## src/rtl/arm_pkg.sv

```systemverilog
// arm_pkg: shared definitions for the ARM pipeline hazard controller.
//   sb_entry_t  : one scoreboard entry (valid, wb_en, mem_r, dest, s)
//   NZCV_*      : bit positions of the N, Z, C, V flags in a 4-bit status word
//   FWD_SEL_*   : forward-select encoding (0 = register file, k = stage k, 1 = EX)
//   sb_live()   : entry will write the register file (valid & wb_en)
package arm_pkg;

  // Widest register address the scoreboard can hold; narrower RAW is zero-extended.
  localparam int unsigned SB_DEST_W = 8;

  localparam int unsigned NZCV_W = 4;
  localparam int unsigned NZCV_N = 3;
  localparam int unsigned NZCV_Z = 2;
  localparam int unsigned NZCV_C = 1;
  localparam int unsigned NZCV_V = 0;

  localparam int unsigned FWD_SEL_RF = 0;
  localparam int unsigned FWD_SEL_EX = 1;

  typedef struct packed {
    logic                 valid;
    logic                 wb_en;
    logic                 mem_r;
    logic [SB_DEST_W-1:0] dest;
    logic                 s;
  } sb_entry_t;

  function automatic logic sb_live(input sb_entry_t e);
    return e.valid & e.wb_en;
  endfunction

endpackage

```

## src/rtl/arm_sb_match.sv

```systemverilog
// arm_sb_match: compares one source register against every scoreboard entry
// and reports the youngest (lowest stage index) live producer.
// Ports:
//   src    : source register address from ID
//   en     : source is actually read this cycle
//   live   : per-entry valid & wb_en, bit 0 = EX
//   dest   : per-entry destination address, element 0 = EX
//   hit_c  : some live entry writes src (combinational)
//   idx_c  : stage index of the youngest match, 0 when no hit (combinational)
module arm_sb_match
  import arm_pkg::*;
#(
  parameter int unsigned DEPTH = 3,
  parameter int unsigned RAW   = 4
) (
  input  logic [RAW-1:0]                      src,
  input  logic                                en,
  input  logic [DEPTH-1:0]                    live,
  input  logic [DEPTH-1:0][SB_DEST_W-1:0]     dest,
  output logic                                hit_c,
  output logic [$clog2(DEPTH+1)-1:0]          idx_c
);

  localparam int unsigned SELW = $clog2(DEPTH + 1);

  // Walk oldest to youngest so the last assignment wins with the youngest producer.
  always_comb begin
    hit_c = 1'b0;
    idx_c = SELW'(FWD_SEL_RF);
    for (int k = int'(DEPTH) - 1; k >= 0; k--) begin
      if (en && live[k] && (dest[k] == SB_DEST_W'(src))) begin
        hit_c = 1'b1;
        idx_c = SELW'(FWD_SEL_EX + k);
      end
    end
  end

endmodule

```

## src/rtl/arm_pipe_ctrl.sv

```systemverilog
// arm_pipe_ctrl: hazard / forwarding / status controller for an in-order ARM
// pipeline. A DEPTH-entry scoreboard (entry 1 = EX) tracks instructions issued
// from ID; freeze, flush and fwd_sel are derived combinationally from it.
// Build option: define ARM_FWD_EN to enable operand forwarding (only a
// load in EX then stalls ID); without it any in-flight producer stalls ID.
// Ports:
//   clk, rst          : clock, asynchronous active-low reset
//   id_*              : instruction currently in ID (sources, dest, control)
//   ex_status_in      : NZCV produced by the ALU for the EX instruction
//   branch_taken      : EX resolves a taken branch
//   freeze, flush     : ID stall and younger-stage kill (combinational)
//   fwd_sel1/2        : operand source, 0 = register file, k = stage k (comb.)
//   status            : architectural NZCV (registered)
//   inflight          : number of live write-back entries (registered)
// DEPTH must lie in 2..6 and RAW must not exceed arm_pkg::SB_DEST_W.
module arm_pipe_ctrl
  import arm_pkg::*;
#(
  parameter int unsigned DEPTH = 3,
  parameter int unsigned RAW   = 4
) (
  input  logic                        clk,
  input  logic                        rst,
  input  logic                        id_valid,
  input  logic [RAW-1:0]              id_src1,
  input  logic [RAW-1:0]              id_src2,
  input  logic                        id_two_src,
  input  logic                        id_wb_en,
  input  logic                        id_mem_r_en,
  input  logic                        id_s,
  input  logic [RAW-1:0]              id_dest,
  input  logic [3:0]                  ex_status_in,
  input  logic                        branch_taken,
  output logic                        freeze,
  output logic                        flush,
  output logic [3:0]                  status,
  output logic [$clog2(DEPTH+1)-1:0]  fwd_sel1,
  output logic [$clog2(DEPTH+1)-1:0]  fwd_sel2,
  output logic [$clog2(DEPTH+1)-1:0]  inflight
);

  localparam int unsigned SELW = $clog2(DEPTH + 1);

  sb_entry_t [DEPTH-1:0]           sb_q;
  sb_entry_t [DEPTH-1:0]           sb_d;
  logic      [DEPTH-1:0]           live;
  logic      [DEPTH-1:0][SB_DEST_W-1:0] dests;
  logic      [SELW-1:0]            inflight_d;
  logic      [NZCV_W-1:0]          status_d;
  logic                            status_upd;

  logic                            hit1;
  logic                            hit2;
  logic      [SELW-1:0]            idx1;
  logic      [SELW-1:0]            idx2;
  logic                            hazard_c;
  logic      [SELW-1:0]            fwd1_c;
  logic      [SELW-1:0]            fwd2_c;

  // Flatten the scoreboard into what the matchers need.
  always_comb begin
    live  = '0;
    dests = '0;
    for (int unsigned k = 0; k < DEPTH; k++) begin
      live[k]  = sb_live(sb_q[k]);
      dests[k] = sb_q[k].dest;
    end
  end

  arm_sb_match #(.DEPTH(DEPTH), .RAW(RAW)) u_match1 (
    .src   (id_src1),
    .en    (1'b1),
    .live  (live),
    .dest  (dests),
    .hit_c (hit1),
    .idx_c (idx1)
  );

  arm_sb_match #(.DEPTH(DEPTH), .RAW(RAW)) u_match2 (
    .src   (id_src2),
    .en    (id_two_src),
    .live  (live),
    .dest  (dests),
    .hit_c (hit2),
    .idx_c (idx2)
  );

`ifdef ARM_FWD_EN
  // Everything forwards except a load still in EX: its data is not yet back.
  always_comb begin
    hazard_c = 1'b0;
    fwd1_c   = idx1;
    fwd2_c   = idx2;
    if (sb_q[0].mem_r &&
        ((hit1 && (idx1 == SELW'(FWD_SEL_EX))) ||
         (hit2 && (idx2 == SELW'(FWD_SEL_EX))))) begin
      hazard_c = 1'b1;
    end
  end
`else
  // No bypass network: any in-flight producer of a source stalls ID.
  always_comb begin
    hazard_c = hit1 | hit2;
    fwd1_c   = SELW'(FWD_SEL_RF);
    fwd2_c   = SELW'(FWD_SEL_RF);
  end

  logic unused_fwd_idx;
  assign unused_fwd_idx = ^{idx1, idx2};
`endif

  // Control outputs; a taken branch is older than ID, so it overrides a stall.
  always_comb begin
    flush    = 1'b0;
    freeze   = 1'b0;
    fwd_sel1 = SELW'(FWD_SEL_RF);
    fwd_sel2 = SELW'(FWD_SEL_RF);
    if (rst) begin
      flush    = branch_taken;
      freeze   = id_valid & hazard_c & ~branch_taken;
      fwd_sel1 = fwd1_c;
      fwd_sel2 = fwd2_c;
    end
  end

  // Scoreboard shift; entry 1 takes the ID instruction or a bubble.
  always_comb begin
    sb_d = '0;
    for (int unsigned k = 1; k < DEPTH; k++) begin
      sb_d[k] = sb_q[k-1];
    end
    if (id_valid && !freeze && !branch_taken) begin
      sb_d[0].valid = 1'b1;
      sb_d[0].wb_en = id_wb_en;
      sb_d[0].mem_r = id_mem_r_en;
      sb_d[0].dest  = SB_DEST_W'(id_dest);
      sb_d[0].s     = id_s;
    end
  end

  // Live write-back count of the next scoreboard, so inflight tracks sb_q.
  always_comb begin
    inflight_d = '0;
    for (int unsigned k = 0; k < DEPTH; k++) begin
      inflight_d = inflight_d + SELW'(sb_live(sb_d[k]));
    end
  end

  // Flags are latched from the ALU only for a flag-setting instruction in EX.
  always_comb begin
    status_upd = sb_q[0].valid & sb_q[0].s;
    status_d   = {ex_status_in[NZCV_N], ex_status_in[NZCV_Z],
                  ex_status_in[NZCV_C], ex_status_in[NZCV_V]};
  end

  always_ff @(posedge clk or negedge rst) begin
    if (!rst) begin
      sb_q     <= '0;
      status   <= '0;
      inflight <= '0;
    end else begin
      sb_q     <= sb_d;
      inflight <= inflight_d;
      if (status_upd) begin
        status <= status_d;
      end
    end
  end

  // The retiring entry's load and flag bits have no consumer.
  logic unused_retire_bits;
  assign unused_retire_bits = ^{sb_q[DEPTH-1].mem_r, sb_q[DEPTH-1].s};

endmodule

```

## config.mk

```make
export PLATFORM = sky130hd
export DESIGN_NAME = arm_pipe_ctrl
export DESIGN_NICKNAME = d
export VERILOG_FILES = /design/src/rtl/arm_pkg.sv /design/src/rtl/arm_sb_match.sv /design/src/rtl/arm_pipe_ctrl.sv
export SDC_FILE = /design/constraint.sdc
export NUM_CORES = 1
export LEC_CHECK = 0
export CAP_MARGIN = 10
export CORE_AREA = 2 2 58 60
export DETAILED_ROUTE_END_ITERATION = 12
export DIE_AREA = 0 0 60 62
export PLACE_DENSITY_LB_ADDON = 0.1
export SLEW_MARGIN = 40
export SYNTH_ARGS = -nofsm -noshare
export SYNTH_HDL_FRONTEND = slang
export SYNTH_HIERARCHICAL = 1
export SYNTH_SLANG_ARGS = --single-unit
export TNS_END_PERCENT = 1
```

## constraint.sdc

```tcl
create_clock -name clk -period 2 [get_ports clk]
set_input_delay 0.5 -clock clk [delete_from_list [all_inputs] [get_ports clk]]
set_output_delay 0.5 -clock clk [all_outputs]
set_load 0.03 [all_outputs]
```

Yosys cells after proc, flatten, opt, wreduce, memory -nomap -nowiden:

Index checks and enable logic that the tools add are counted.

* logic and storage cells: 51
* register bits after elaboration: 37

* bitwise gates (word level): 9
* add/sub/neg operators: 2
* reductions and logical operators: 13
* multiplexer cells: 9
* equality and inequality tests: 6

Operator list (count)
* $eq 8x4->1: 6
* $mux 12: 1
* $logic_and 1x1->1: 11
* $mux 1: 8
* $and 1x1->1: 7
* $add 1x1->2: 1
* $add 2x1->2: 1
* $logic_not 1->1: 2
* $not 1->1: 1
* $or 1x1->1: 1

Logic depth before layout (Yosys ltp):

* depth after elaboration: 17
* depth in mapped cells: 7
* depth with buffers taken out: 7

Modules after synthesis:

Netlist, hierarchy kept.

Modules (own cells, without submodules)
* arm_pipe_ctrl: times used 1, area each 843.3 um^2, seq. area each 625.6 um^2, cells an instance 51
* arm_sb_match: times used 2, area each 209.0 um^2, seq. area each 0.0 um^2, cells an instance 25

Least setup slack after synthesis:

No wires, ideal clock.

* kind: input to output
* from: input port id_src2[3]
* to: output port freeze
* required time: 1.500 ns
* setup slack: -0.214 ns
* stages: 6
* arrival time: 1.714 ns
* cells stage by stage: xor2_1 > nor4_2 > nand4_1 > nand3_1 > o21ai_2 > nor2b_1

* word-level cells in the longest chain between the ends: 9

Ends and longest elaborated chain
* start, declared: line arm_pipe_ctrl.sv:26 `input logic [RAW-1:0] id_src2,`
* $eq 8x4->1: line arm_sb_match.sv:31 `if (en && live[k] && (dest[k] == SB_DEST_W'(src))) begin`
* $logic_and 1x1->1: line arm_sb_match.sv:31
* $mux 1 (2 in series): line arm_sb_match.sv:31
* $mux 1 *: line arm_sb_match.sv:31
* named net hit2: line arm_pipe_ctrl.sv:53 `logic hit2;`
* $or 1x1->1 *: line arm_pipe_ctrl.sv:103 `hazard_c = hit1 | hit2;`
* $and 1x1->1 * (2 in series): line arm_pipe_ctrl.sv:120 `freeze = id_valid & hazard_c & ~branch_taken;`
* $mux 1 *: line arm_pipe_ctrl.sv:118 `if (rst) begin`
* end, declared: line arm_pipe_ctrl.sv:34 `output logic freeze,`

The timed path passes the listed nets; every way through them passes the cells marked *.

Worst setup path after layout:

Ends and elaborated chain as after synthesis.

==> flow_summary.yaml <==
power_and_ir_drop:
  peakVddDrop_v: 0.000369
  p_leak_uw: 0.000883
  powerDensity_nw_per_um2: 595
sta:
  worst_slack_ns: -0.389
  rsz0062_at_grt: "yes"
  skew_ns: 0.00664
  final_max_slew_viol_count: 0
  hold_viol_final: 0
  period_needed_ns: 2.39
  fin_worst_hold_slack_ns: 0.338
  max_freq_ghz: 0.419
  finalCritPeriodShare_pct: 119
  setup_viol_count_final: 3
critical_path:
  end_kind: "output pin"
  crit_path_start_kind: "primary input"
  criticalPathCategory: "in2out"
  required_ns: 1.50
  cp_cell_sequence: "dlygate4sd2_1, xor2_1, nor4_2, nand4_1, nand3_2, o21ai_2, nor2b_2, buf_6"
  crit_arrival_ns: 1.89
  crit_fanout: 3
  cpPeakStageDelay_ns: 0.29
  worst_path_max_delay_cell: "nor4_2"
clocking:
  cts_tree: "done"
  insertion_delay_ns: 0.30
  clockRootBuffer: "clkbuf_4"
  cts_buffers: 3
  clock-sinks: 25
  clk_pin_slew_ns: 0.13
  htreeDepth: 1
  clock_path_buffers: 2
floorplan:
  fp.dieH_microns: 62
  io_pins: 36
  die-width_microns: 60
  rows: 21
  start_util_pct: 38.3
  die_area_sq_um: 3720
  core_sq_um: 3180
routing:
  vias: 884
  ant_nets: 0
  remaining_drc_errors: 0
  wl_per_cell_microns: 11.6
  viasPerCell: 4.29
  dr.pass1.iters: 4
  drt_iter0_drc: 40
  drt-total-wl_microns: 2400
grt:
  grt_usage_pct: 14.0
  overflow: 0
  grt_pass1_wl_microns: 3760
  grt_antenna_before_repair: 0
  grt_max_degree: 23
  grt_pass1_vias: 844
outcome:
  violations: "negative setup slack"
  status: "finished with violations"
logic_synthesis:
  yosys_warnings: 6
  syn-cell-area_sq_um: 1220
  synth_cells: 95
  avgSynthCellArea_sq_um: 12.8
final_layout:
  antennaDiodeCount: 0
  drive_above_1_share_pct: 19.4
  final_cells: 206
  areaGrowthSynthToFinish_pct: 43.1
  finalNetCount: 186
worst_hold_path:
  worstHoldPathType: "in2async"
place:
  dpl.hpwl_microns: 1950
  place_ws_ns: -0.718
  numPortBuffers: 30
  gp_congestion: 0.821
  dp.cells: 201
run:
  maxCapViolations: 0
metal layers:
| metal | GRT usage, % | part of all wire [%] |
|---|---|---|
| met3 | 2.07 | 5.3 |
| met4 | 4.76 | 1.4 |
| met5 | 0 | 0 |
| met1 | 18.7 | 43 |
| met2 | 23.3 | 50 |
timing repair:
action | in CTS | in global routing
pin swaps | 13 | 7
setup endpoints to repair | 7 | 3
buffers inserted | 0 | 1
hold endpoints to repair | 0 | 0
gates resized for setup | 21 | 2
hold buffers | 0 | 0
cell usage in the layout (no fill, tap or decap):
master / instances
clkdlybuf4s15_1: 2
nand3_1: 1
dfrtp_1: 25
nor4_2: 5
buf_4: 7
conb_1: 31
clkdlybuf4s15_2: 2
nand3_2: 1
dlygate4sd2_1: 4
fa_1: 1
nor4_1: 5
clkdlybuf4s50_1: 19
and2_1: 4
nor2b_2: 2
nand4_1: 6
and2_2: 1
mux2_4: 4
and3_1: 6
o21ai_2: 1
xor2_1: 24
nor4_4: 2
buf_2: 1
clkbuf_4: 3
nand2_2: 1
clkbuf_1: 1
buf_6: 1
where the power goes:
group / switching, uW / internal [uW] / leakage, uW
combinational: 133 / 126 / 0.000540
sequential: 23.1 / 541 / 0.000328
clock: 136 / 77.7 / 0.0000150
path summary, 6_finish.rpt:
| path | slack [ns] | start | end | cells after the start |
|---|---|---|---|---|
| worst max-delay path | -0.39 | id_src2[3] | freeze | 8 |
| worst min register to register | 0.38 | sb_d[34] | sb_q[34] | 0 |
| worst min-delay path | 0.34 | rst | status[0] | 2 |
| worst max register to register | -0.22 | dests[8] | inflight[0] | 8 |
| min in group clk | 0.38 | sb_d[34] | sb_q[34] | 0 |
| max in group asynchronous | 1.36 | rst | dests[8] | 2 |
flip-flops by register name (all words and copies together), names as in the netlist:
register and cells:
status 4, sb_d 5, sb_q 2, dests 12
inflight 2
cell type report:
class                           count  area [sq um]
Fill cell                         288          1440
Multi-Input combinational cell     95           698
Sequential cell                    25           626
Timing Repair Buffer               36           337
Tap cell                           46          57.6
Clock buffer                        4          26.3
worst max-delay path, delay by kind of cell:
kind	cells	cell delay (ns)
XOR/XNOR	1	0.19
AO/OA/AOI/OAI	1	0.10
buffers and inverters	2	0.42
AND/OR/NAND/NOR	4	0.68
through the flow:
step                      instance area, sq um  total power, uW  util (%)  setup TNS, ns
after CTS                                 1730             1050      54.3         -0.500
final                                     1740             1040      54.9         -0.776
after floorplan                           1330              713         -       -0.00398
after global routing                      1740             1100      54.9          -1.02
after global placement                    1690              831      53.2          -4.03
after detailed placement                  1690              833      53.2          -4.23
Power figures use the tool's default switching activity.
